## src/rtl/seg_scan_pkg.sv

```systemverilog
// Shared types and constants for the seven-segment scan controller:
// FSM state, decoder enable triples and the active-low hex segment table.
package seg_scan_pkg;

    typedef enum logic [1:0] {
        IDLE,
        BLANK,
        SHOW
    } state_e;

    // Enable inputs of the 3-to-8 decoder: G1 (active high), /G2, /G3.
    typedef struct packed {
        logic g1;
        logic g2_n;
        logic g3_n;
    } dec_en_t;

    localparam dec_en_t DEC_ON    = '{g1: 1'b1, g2_n: 1'b0, g3_n: 1'b0};
    localparam dec_en_t DEC_BLANK = '{g1: 1'b0, g2_n: 1'b0, g3_n: 1'b0};
    localparam dec_en_t DEC_OFF   = '{g1: 1'b0, g2_n: 1'b1, g3_n: 1'b1};

    localparam logic [6:0] SEG_OFF = 7'h7F;

    // Segments {g,f,e,d,c,b,a}, active low; entry 15 first.
    localparam logic [15:0][6:0] SEG_TABLE = {
        7'h0E, 7'h06, 7'h21, 7'h46, 7'h03, 7'h08, 7'h10, 7'h00,
        7'h78, 7'h02, 7'h12, 7'h19, 7'h30, 7'h24, 7'h79, 7'h40
    };

    // True when digit idx (>0) and every higher scanned digit hold zero.
    function automatic logic lz_blank(input logic [31:0] digits,
                                      input logic [2:0]  idx,
                                      input int unsigned ndig);
        logic all_zero;
        all_zero = 1'b1;
        for (int unsigned k = 0; k < 8; k++) begin
            if (k >= 32'(idx) && k < ndig && digits[4*k +: 4] != 4'h0) begin
                all_zero = 1'b0;
            end
        end
        return (idx != 3'd0) && all_zero;
    endfunction

endpackage

```

## src/rtl/seg_scan_ctrl_if.sv

```systemverilog
// Display-side bundle of the scan controller: digit data/mask/enable in,
// decoder select/enables, segment bus and frame tick out.
interface seg_scan_ctrl_if;

    logic        en;
    logic [31:0] digits_i;
    logic [7:0]  dp_i;
    logic [7:0]  digit_mask;

    logic        sel_c;
    logic        sel_b;
    logic        sel_a;
    logic        dec_g1;
    logic        dec_g2_n;
    logic        dec_g3_n;
    logic [6:0]  seg_n;
    logic        dp_n;
    logic        frame_tick;

    modport master (
        output en, digits_i, dp_i, digit_mask,
        input  sel_c, sel_b, sel_a, dec_g1, dec_g2_n, dec_g3_n,
               seg_n, dp_n, frame_tick
    );

    modport slave (
        input  en, digits_i, dp_i, digit_mask,
        output sel_c, sel_b, sel_a, dec_g1, dec_g2_n, dec_g3_n,
               seg_n, dp_n, frame_tick
    );

endinterface

```

## src/rtl/hex7seg_n.sv

```systemverilog
// Combinational hex nibble to active-low seven-segment pattern {g,f,e,d,c,b,a}.
module hex7seg_n
    import seg_scan_pkg::*;
(
    input  logic [3:0] nib_i,
    output logic [6:0] seg_n_o
);

    always_comb begin
        seg_n_o = SEG_TABLE[nib_i];
    end

endmodule

```

## src/rtl/seg_scan_ctrl.sv

```systemverilog
// Time-multiplexed scan controller for an 8-digit common-anode display.
// Optional build macro: LEADING_ZERO_BLANK_EN (dark leading zeros above digit 0).
module seg_scan_ctrl
    import seg_scan_pkg::*;
#(
    parameter int unsigned CLK_DIV   = 1000,
    parameter int unsigned BLANK_CYC = 4,
    parameter int unsigned DIGITS    = 8
) (
    input logic            clk,
    input logic            rst_n,
    seg_scan_ctrl_if.slave bus
);

    localparam int unsigned     CNT_W      = (CLK_DIV > 1) ? $clog2(CLK_DIV) : 1;
    localparam logic [CNT_W-1:0] CNT_LAST   = CNT_W'(CLK_DIV - 1);
    localparam logic [CNT_W-1:0] BLANK_LAST = CNT_W'(BLANK_CYC - 1);
    localparam logic [2:0]       IDX_LAST   = 3'(DIGITS - 1);

    state_e           state_q, state_d;
    logic [2:0]       idx_q, idx_d;
    logic [CNT_W-1:0] cnt_q, cnt_d;
    logic [3:0]       nib_q, nib_d;
    logic             dpsn_q, dpsn_d;
    logic             slot_wrap;
`ifdef LEADING_ZERO_BLANK_EN
    logic             lzb_q, lzb_d;
`endif

    logic [2:0]       sel_q, sel_d;
    dec_en_t          dec_q, dec_d;
    logic [6:0]       seg_q, seg_d;
    logic             dp_n_q, dp_n_d;
    logic             tick_q, tick_d;

    logic [6:0]       seg_hex;

    hex7seg_n u_hex7seg (
        .nib_i   (nib_q),
        .seg_n_o (seg_hex)
    );

    always_ff @(posedge clk) begin
        if (!rst_n) begin
            state_q <= IDLE;
            idx_q   <= '0;
            cnt_q   <= '0;
            nib_q   <= '0;
            dpsn_q  <= 1'b0;
`ifdef LEADING_ZERO_BLANK_EN
            lzb_q   <= 1'b0;
`endif
            sel_q   <= '0;
            dec_q   <= DEC_OFF;
            seg_q   <= SEG_OFF;
            dp_n_q  <= 1'b1;
            tick_q  <= 1'b0;
        end else begin
            state_q <= state_d;
            idx_q   <= idx_d;
            cnt_q   <= cnt_d;
            nib_q   <= nib_d;
            dpsn_q  <= dpsn_d;
`ifdef LEADING_ZERO_BLANK_EN
            lzb_q   <= lzb_d;
`endif
            sel_q   <= sel_d;
            dec_q   <= dec_d;
            seg_q   <= seg_d;
            dp_n_q  <= dp_n_d;
            tick_q  <= tick_d;
        end
    end

    // cnt runs 0..CLK_DIV-1 over the whole slot; BLANK covers its first BLANK_CYC counts.
    always_comb begin
        state_d   = state_q;
        idx_d     = idx_q;
        cnt_d     = cnt_q;
        nib_d     = nib_q;
        dpsn_d    = dpsn_q;
`ifdef LEADING_ZERO_BLANK_EN
        lzb_d     = lzb_q;
`endif
        slot_wrap = 1'b0;
        if (!bus.en) begin
            state_d = IDLE;
            idx_d   = '0;
            cnt_d   = '0;
        end else begin
            case (state_q)
                IDLE: begin
                    state_d = BLANK;
                    idx_d   = '0;
                    cnt_d   = '0;
                end
                BLANK: begin
                    cnt_d = cnt_q + 1'b1;
                    if (cnt_q == '0) begin
                        nib_d  = bus.digits_i[{idx_q, 2'b00} +: 4];
                        dpsn_d = bus.dp_i[idx_q];
`ifdef LEADING_ZERO_BLANK_EN
                        lzb_d  = lz_blank(bus.digits_i, idx_q, DIGITS);
`endif
                    end
                    if (cnt_q == BLANK_LAST) begin
                        state_d = SHOW;
                    end
                end
                SHOW: begin
                    if (cnt_q == CNT_LAST) begin
                        state_d = BLANK;
                        cnt_d   = '0;
                        if (idx_q == IDX_LAST) begin
                            idx_d     = '0;
                            slot_wrap = 1'b1;
                        end else begin
                            idx_d = idx_q + 3'd1;
                        end
                    end else begin
                        cnt_d = cnt_q + 1'b1;
                    end
                end
                default: begin
                    state_d = IDLE;
                    idx_d   = '0;
                    cnt_d   = '0;
                end
            endcase
        end
    end

    // Outputs follow the current state one edge later, so sel and the
    // segment bus always switch together with dec_g1 dropping to 0.
    always_comb begin
        sel_d  = idx_q;
        dec_d  = DEC_OFF;
        seg_d  = SEG_OFF;
        dp_n_d = 1'b1;
        tick_d = slot_wrap;
        case (state_q)
            BLANK: begin
                dec_d = DEC_BLANK;
            end
            SHOW: begin
                dec_d    = DEC_BLANK;
                dec_d.g1 = bus.digit_mask[idx_q];
                seg_d    = seg_hex;
                dp_n_d   = ~dpsn_q;
`ifdef LEADING_ZERO_BLANK_EN
                if (lzb_q) begin
                    seg_d  = SEG_OFF;
                    dp_n_d = 1'b1;
                end
`endif
            end
            default: begin
                sel_d = '0;
            end
        endcase
    end

    assign {bus.sel_c, bus.sel_b, bus.sel_a} = sel_q;
    assign bus.dec_g1     = dec_q.g1;
    assign bus.dec_g2_n   = dec_q.g2_n;
    assign bus.dec_g3_n   = dec_q.g3_n;
    assign bus.seg_n      = seg_q;
    assign bus.dp_n       = dp_n_q;
    assign bus.frame_tick = tick_q;

endmodule

```

## src/flat_wrapper.sv

```systemverilog
// flat-port wrapper written by rule: the top's interface ports become plain ports
module seg_scan_ctrl_flat import seg_scan_pkg::*;
#(
    parameter int unsigned CLK_DIV   = 1000,
    parameter int unsigned BLANK_CYC = 4,
    parameter int unsigned DIGITS    = 8
)
  (clk, rst_n, bus_en, bus_digits_i, bus_dp_i, bus_digit_mask, bus_sel_c, bus_sel_b, bus_sel_a, bus_dec_g1, bus_dec_g2_n, bus_dec_g3_n, bus_seg_n, bus_dp_n, bus_frame_tick);
  seg_scan_ctrl_if bus_i ();
  input logic clk;
  input logic rst_n;
  input wire logic [$bits(bus_i.en)-1:0] bus_en;
  input wire logic [$bits(bus_i.digits_i)-1:0] bus_digits_i;
  input wire logic [$bits(bus_i.dp_i)-1:0] bus_dp_i;
  input wire logic [$bits(bus_i.digit_mask)-1:0] bus_digit_mask;
  output wire logic [$bits(bus_i.sel_c)-1:0] bus_sel_c;
  output wire logic [$bits(bus_i.sel_b)-1:0] bus_sel_b;
  output wire logic [$bits(bus_i.sel_a)-1:0] bus_sel_a;
  output wire logic [$bits(bus_i.dec_g1)-1:0] bus_dec_g1;
  output wire logic [$bits(bus_i.dec_g2_n)-1:0] bus_dec_g2_n;
  output wire logic [$bits(bus_i.dec_g3_n)-1:0] bus_dec_g3_n;
  output wire logic [$bits(bus_i.seg_n)-1:0] bus_seg_n;
  output wire logic [$bits(bus_i.dp_n)-1:0] bus_dp_n;
  output wire logic [$bits(bus_i.frame_tick)-1:0] bus_frame_tick;
  assign bus_i.en = bus_en;
  assign bus_i.digits_i = bus_digits_i;
  assign bus_i.dp_i = bus_dp_i;
  assign bus_i.digit_mask = bus_digit_mask;
  assign bus_sel_c = bus_i.sel_c;
  assign bus_sel_b = bus_i.sel_b;
  assign bus_sel_a = bus_i.sel_a;
  assign bus_dec_g1 = bus_i.dec_g1;
  assign bus_dec_g2_n = bus_i.dec_g2_n;
  assign bus_dec_g3_n = bus_i.dec_g3_n;
  assign bus_seg_n = bus_i.seg_n;
  assign bus_dp_n = bus_i.dp_n;
  assign bus_frame_tick = bus_i.frame_tick;
  seg_scan_ctrl #(.CLK_DIV(CLK_DIV), .BLANK_CYC(BLANK_CYC), .DIGITS(DIGITS)) u_core (.clk(clk), .rst_n(rst_n), .bus(bus_i));
endmodule
```

## config.mk

```make
export PLATFORM = sky130hd
export DESIGN_NAME = seg_scan_ctrl_flat
export DESIGN_NICKNAME = d
export VERILOG_FILES = /design/src/rtl/seg_scan_pkg.sv /design/src/rtl/seg_scan_ctrl_if.sv /design/src/rtl/hex7seg_n.sv /design/src/rtl/seg_scan_ctrl.sv /design/src/flat_wrapper.sv
export SDC_FILE = /design/constraint.sdc
export NUM_CORES = 1
export LEC_CHECK = 0
export CAP_MARGIN = 30
export CORE_UTILIZATION = 40
export CTS_CLUSTER_DIAMETER = 200
export DETAILED_ROUTE_END_ITERATION = 16
export GPL_TIMING_DRIVEN = 1
export PLACE_DENSITY = 0.72
export SYNTH_ARGS = -nofsm -noshare
export SYNTH_HDL_FRONTEND = slang
export SYNTH_HIERARCHICAL = 1
export SYNTH_SLANG_ARGS = --single-unit
```

## constraint.sdc

```tcl
create_clock -name clk -period 4.34 [get_ports clk]
set_input_delay 1.085 -clock clk [delete_from_list [all_inputs] [get_ports clk]]
set_output_delay 1.085 -clock clk [all_outputs]
set_load 0.05 [all_outputs]
```

==> results.txt <==
----------------------------------------------------
[Status]
  Result of the run ... complete, no violations

[Route]
  Vias per cell ... 4.938
  Overall via count from detail_route ... about 1,600
  Total Routed Length ... 3989 microns
  Drt initial violations ... between 60 and 70
  First-pass detailed-route iteration total ... 7
  Final routed DRC violation total ... 0
  Routed WL per cell ... 12.39 microns
  Routed Antenna Nets ... 0

[STA]
  Hold slack ... 432.4 ps
  Max-slew violation count ... 0
  Setup Skew ... 5.370 ps
  Least-Margin Pin Slew ... 873.8 ps
  Final setup violating endpoints ... 0
  Fin crit period ... about 2500 ps
  Final clock period utilization by the worst path ... 58.35%
  Slew Limit Headroom ... 41.67%
  Setup repair after global routing missed its margin ... no
  Achievable Freq ... 394.9 MHz
  Number of hold violations in the final report ... 0
  Aggregate negative setup slack ... 0 ps

[Clock tree]
  Buffer depth of the longest clock path ... 2
  Post-cts resize count ... 0
  Source-to-sink clock delay at the later pin of the worst-skew pair ... a little under 300 ps
  CTS root buffer ... sky130_fd_sc_hd__clkbuf_8
  Clock buffer count from CTS ... 5
  Clk sink count ... 34
  Hold-fix buffers, CTS ... 0
  TritonCTS clock tree ... built
  Clock slew at the register clock pins of the worst setup and hold paths ... about 70 ps
  Post-CTS Setup Repair Bufs ... 0
  H-tree levels ... 2

[Synth]
  Proportion of netlist area held by the largest area contributor ... 34.61%
  Proportion of synthesized flip-flops having asynchronous set or reset ... 0%
  Syn_area_per_cell ... roughly 10 sq um
  Post-synthesis instance total ... 190
  Sequential element share of the synthesized area ... 34.61%
  Top post-synthesis cells by count ... sky130_fd_sc_hd__dfxtp_1, sky130_fd_sc_hd__nand2_1, sky130_fd_sc_hd__nor2_1
  Synth Warn # ... 6
  Leading register cell type out of synthesis ... sky130_fd_sc_hd__dfxtp_1
  Post-synthesis net count ... 255
  Number of enable flip-flop cells after synthesis ... 0
  Seq cells post-synth ... 34
  Area of the mapped netlist ... about 2000 sq um
  Largest cells by area after synthesis ... sky130_fd_sc_hd__dfxtp_1, sky130_fd_sc_hd__mux4_2, sky130_fd_sc_hd__ha_1
  Largest area contributor in the netlist ... sky130_fd_sc_hd__dfxtp_1
  Most frequent cell after synthesis ... sky130_fd_sc_hd__dfxtp_1
  Unique cell type count in the Yosys netlist ... 48

[Power and ir drop]
  Static Leak ... between 0.9 and 1 nW
  Post-layout power ... 637.6 uW
  Cell Pwr Density ... 232.7 nW/um^2
  Peak supply drop ... 0.0001414 V

[Critical path]
  Kind of end point of the critical path ... output pin
  Worst EP arrival ... 1450 ps
  Worst Path Buf+Inv ... 1
  Cell type of the slowest stage on the worst timing path ... sky130_fd_sc_hd__clkdlybuf4s50_1
  Setup crit start kind ... flop
  CP Data Required Time ... 3250 ps
  CP Class ... reg -> out
  Maximum fanout count along the critical path ... 1
  Cells along the critical path ... clkdlybuf4s50_1
  Maximum single-stage delay on the critical path ... 810 ps
  Gate family responsible for the most delay along the worst path ... buffers and inverters

[Floorplan]
  Core region area ... about 4700 sq um
  IO Count ... 66
  Floorplan row count ... 25
  Effective utilization at floorplan ... a little over two fifths
  Chip Width ... 72.12 microns
  Total die area ... 5201 sq um
  Die Y-Extent ... 72.12 microns

[Finish]
  Filler cell count ... slightly above 400
  Layout net count ... 319
  Inserted Diodes ... 0
  Area growth syn-to-layout ... 39.31%
  Share of final-layout standard cells stronger than drive strength 1 ... 15.29%

[Global routing]
  Global-route total usage across every layer ... 16.69%
  Total congestion overflow after global routing ... 0
  Wire length of the first global-routing pass ... 6575 microns
  Antenna violations before repair ... 0
  Vias in the first global route ... 1,480
  Maximum number of pins on one net before global-route repair ... 17

[Run]
  # Max-Cap Violations ... 0

[Placed design]
  Number of buffers inserted by port buffering ... between 60 and 70
  DP HPWL ... 3165 microns
  Gp weighted congestion ... 0.7776

[Hold path]
  Worst hold path type ... reg -> reg

----------------------------------------------------
[per-layer routing]
metal | global-route usage [%] | up-vias | share of wire (%)
met3 | 5.139 | 9 | 5.7
met1 | 21.59 | 714 | 49
met2 | 25.44 | 57 | 44
met5 | 0 | - | 0
met4 | 7.843 | 0 | 2.1
li1 | - | 810 | -
[worst paths after layout]
path,from,endpoint,slack [ps],depth (start not counted)
max reg2reg,u_core/idx_q[0],u_core/nib_q[1],2480,3
min,u_core/dpsn_q,u_core/bus.dp_n,430,1
max,u_core/bus.dec_g1,bus_dec_g1,1810,1
min reg2reg,u_core/dpsn_q,u_core/bus.dp_n,430,1
[metrics by stage]
step,std cells,setup slack [ps],utilization (%),area (sq um)
2_1_floorplan,190,2361,-,1967
6_report,322,1808,58.01,2740
4_1_cts,322,1797,58.01,2740
5_1_grt,322,1763,58.01,2740
3_5_place_dp,314,1928,56.08,2649
3_3_place_gp,314,1957,56.08,2649
[cell usage in the layout (no fill, tap or decap), drive strengths merged, types with 8 or more instances in the layout]
cell / count
clkdlybuf4s50: 65
dfxtp: 34
nand2: 19
nor2: 15
ha: 14
mux4: 12
inv: 10
o21ai: 10
or2: 8
[sequential cells by signal, summed over array words and instances, names as in the netlist]
signal,flops
u_core/idx_q,3
u_core/bus.frame_tick,1
u_core/bus.dec_g1,1
u_core/dpsn_q,1
u_core/nib_q,4
u_core/cnt_q,10
u_core/state_q,2
u_core/bus.dp_n,1
u_core/bus.dec_g2_n,1
u_core/sel_q,3
u_core/bus.seg_n,7
[logic make-up after synthesis]
| family | after synthesis | share of synthesized area [%] |
|---|---|---|
| flops | 34 | 34.61 |
| fa+ha+maj | 14 | 8.906 |
| buf+inv | 18 | 4.580 |
| xor+xnor | 8 | 3.562 |
| mux | 20 | 17.88 |
| compound gates | 27 | 10.37 |
| simple gates | 69 | 20.10 |
[layout make-up]
class	count	area [sq um]	area share [%]
tap	67	83.83	3.059
multi-input combinational	138	1196	43.65
timing repair buffer	65	650.6	23.74
clock buffer	7	86.33	3.151
clock inverter	1	5.005	0.1826
sequential	34	680.7	24.84
inverter	10	37.54	1.370
[power by group]
group	leakage (nW)	internal, mW	switching (mW)	total [mW]
logic	0.640	0.0581	0.0251	0.0831
clock network	0.0482	0.128	0.108	0.236
registers	0.275	0.315	0.00406	0.319
No activity file was read; power rests on OpenSTA's default activity.
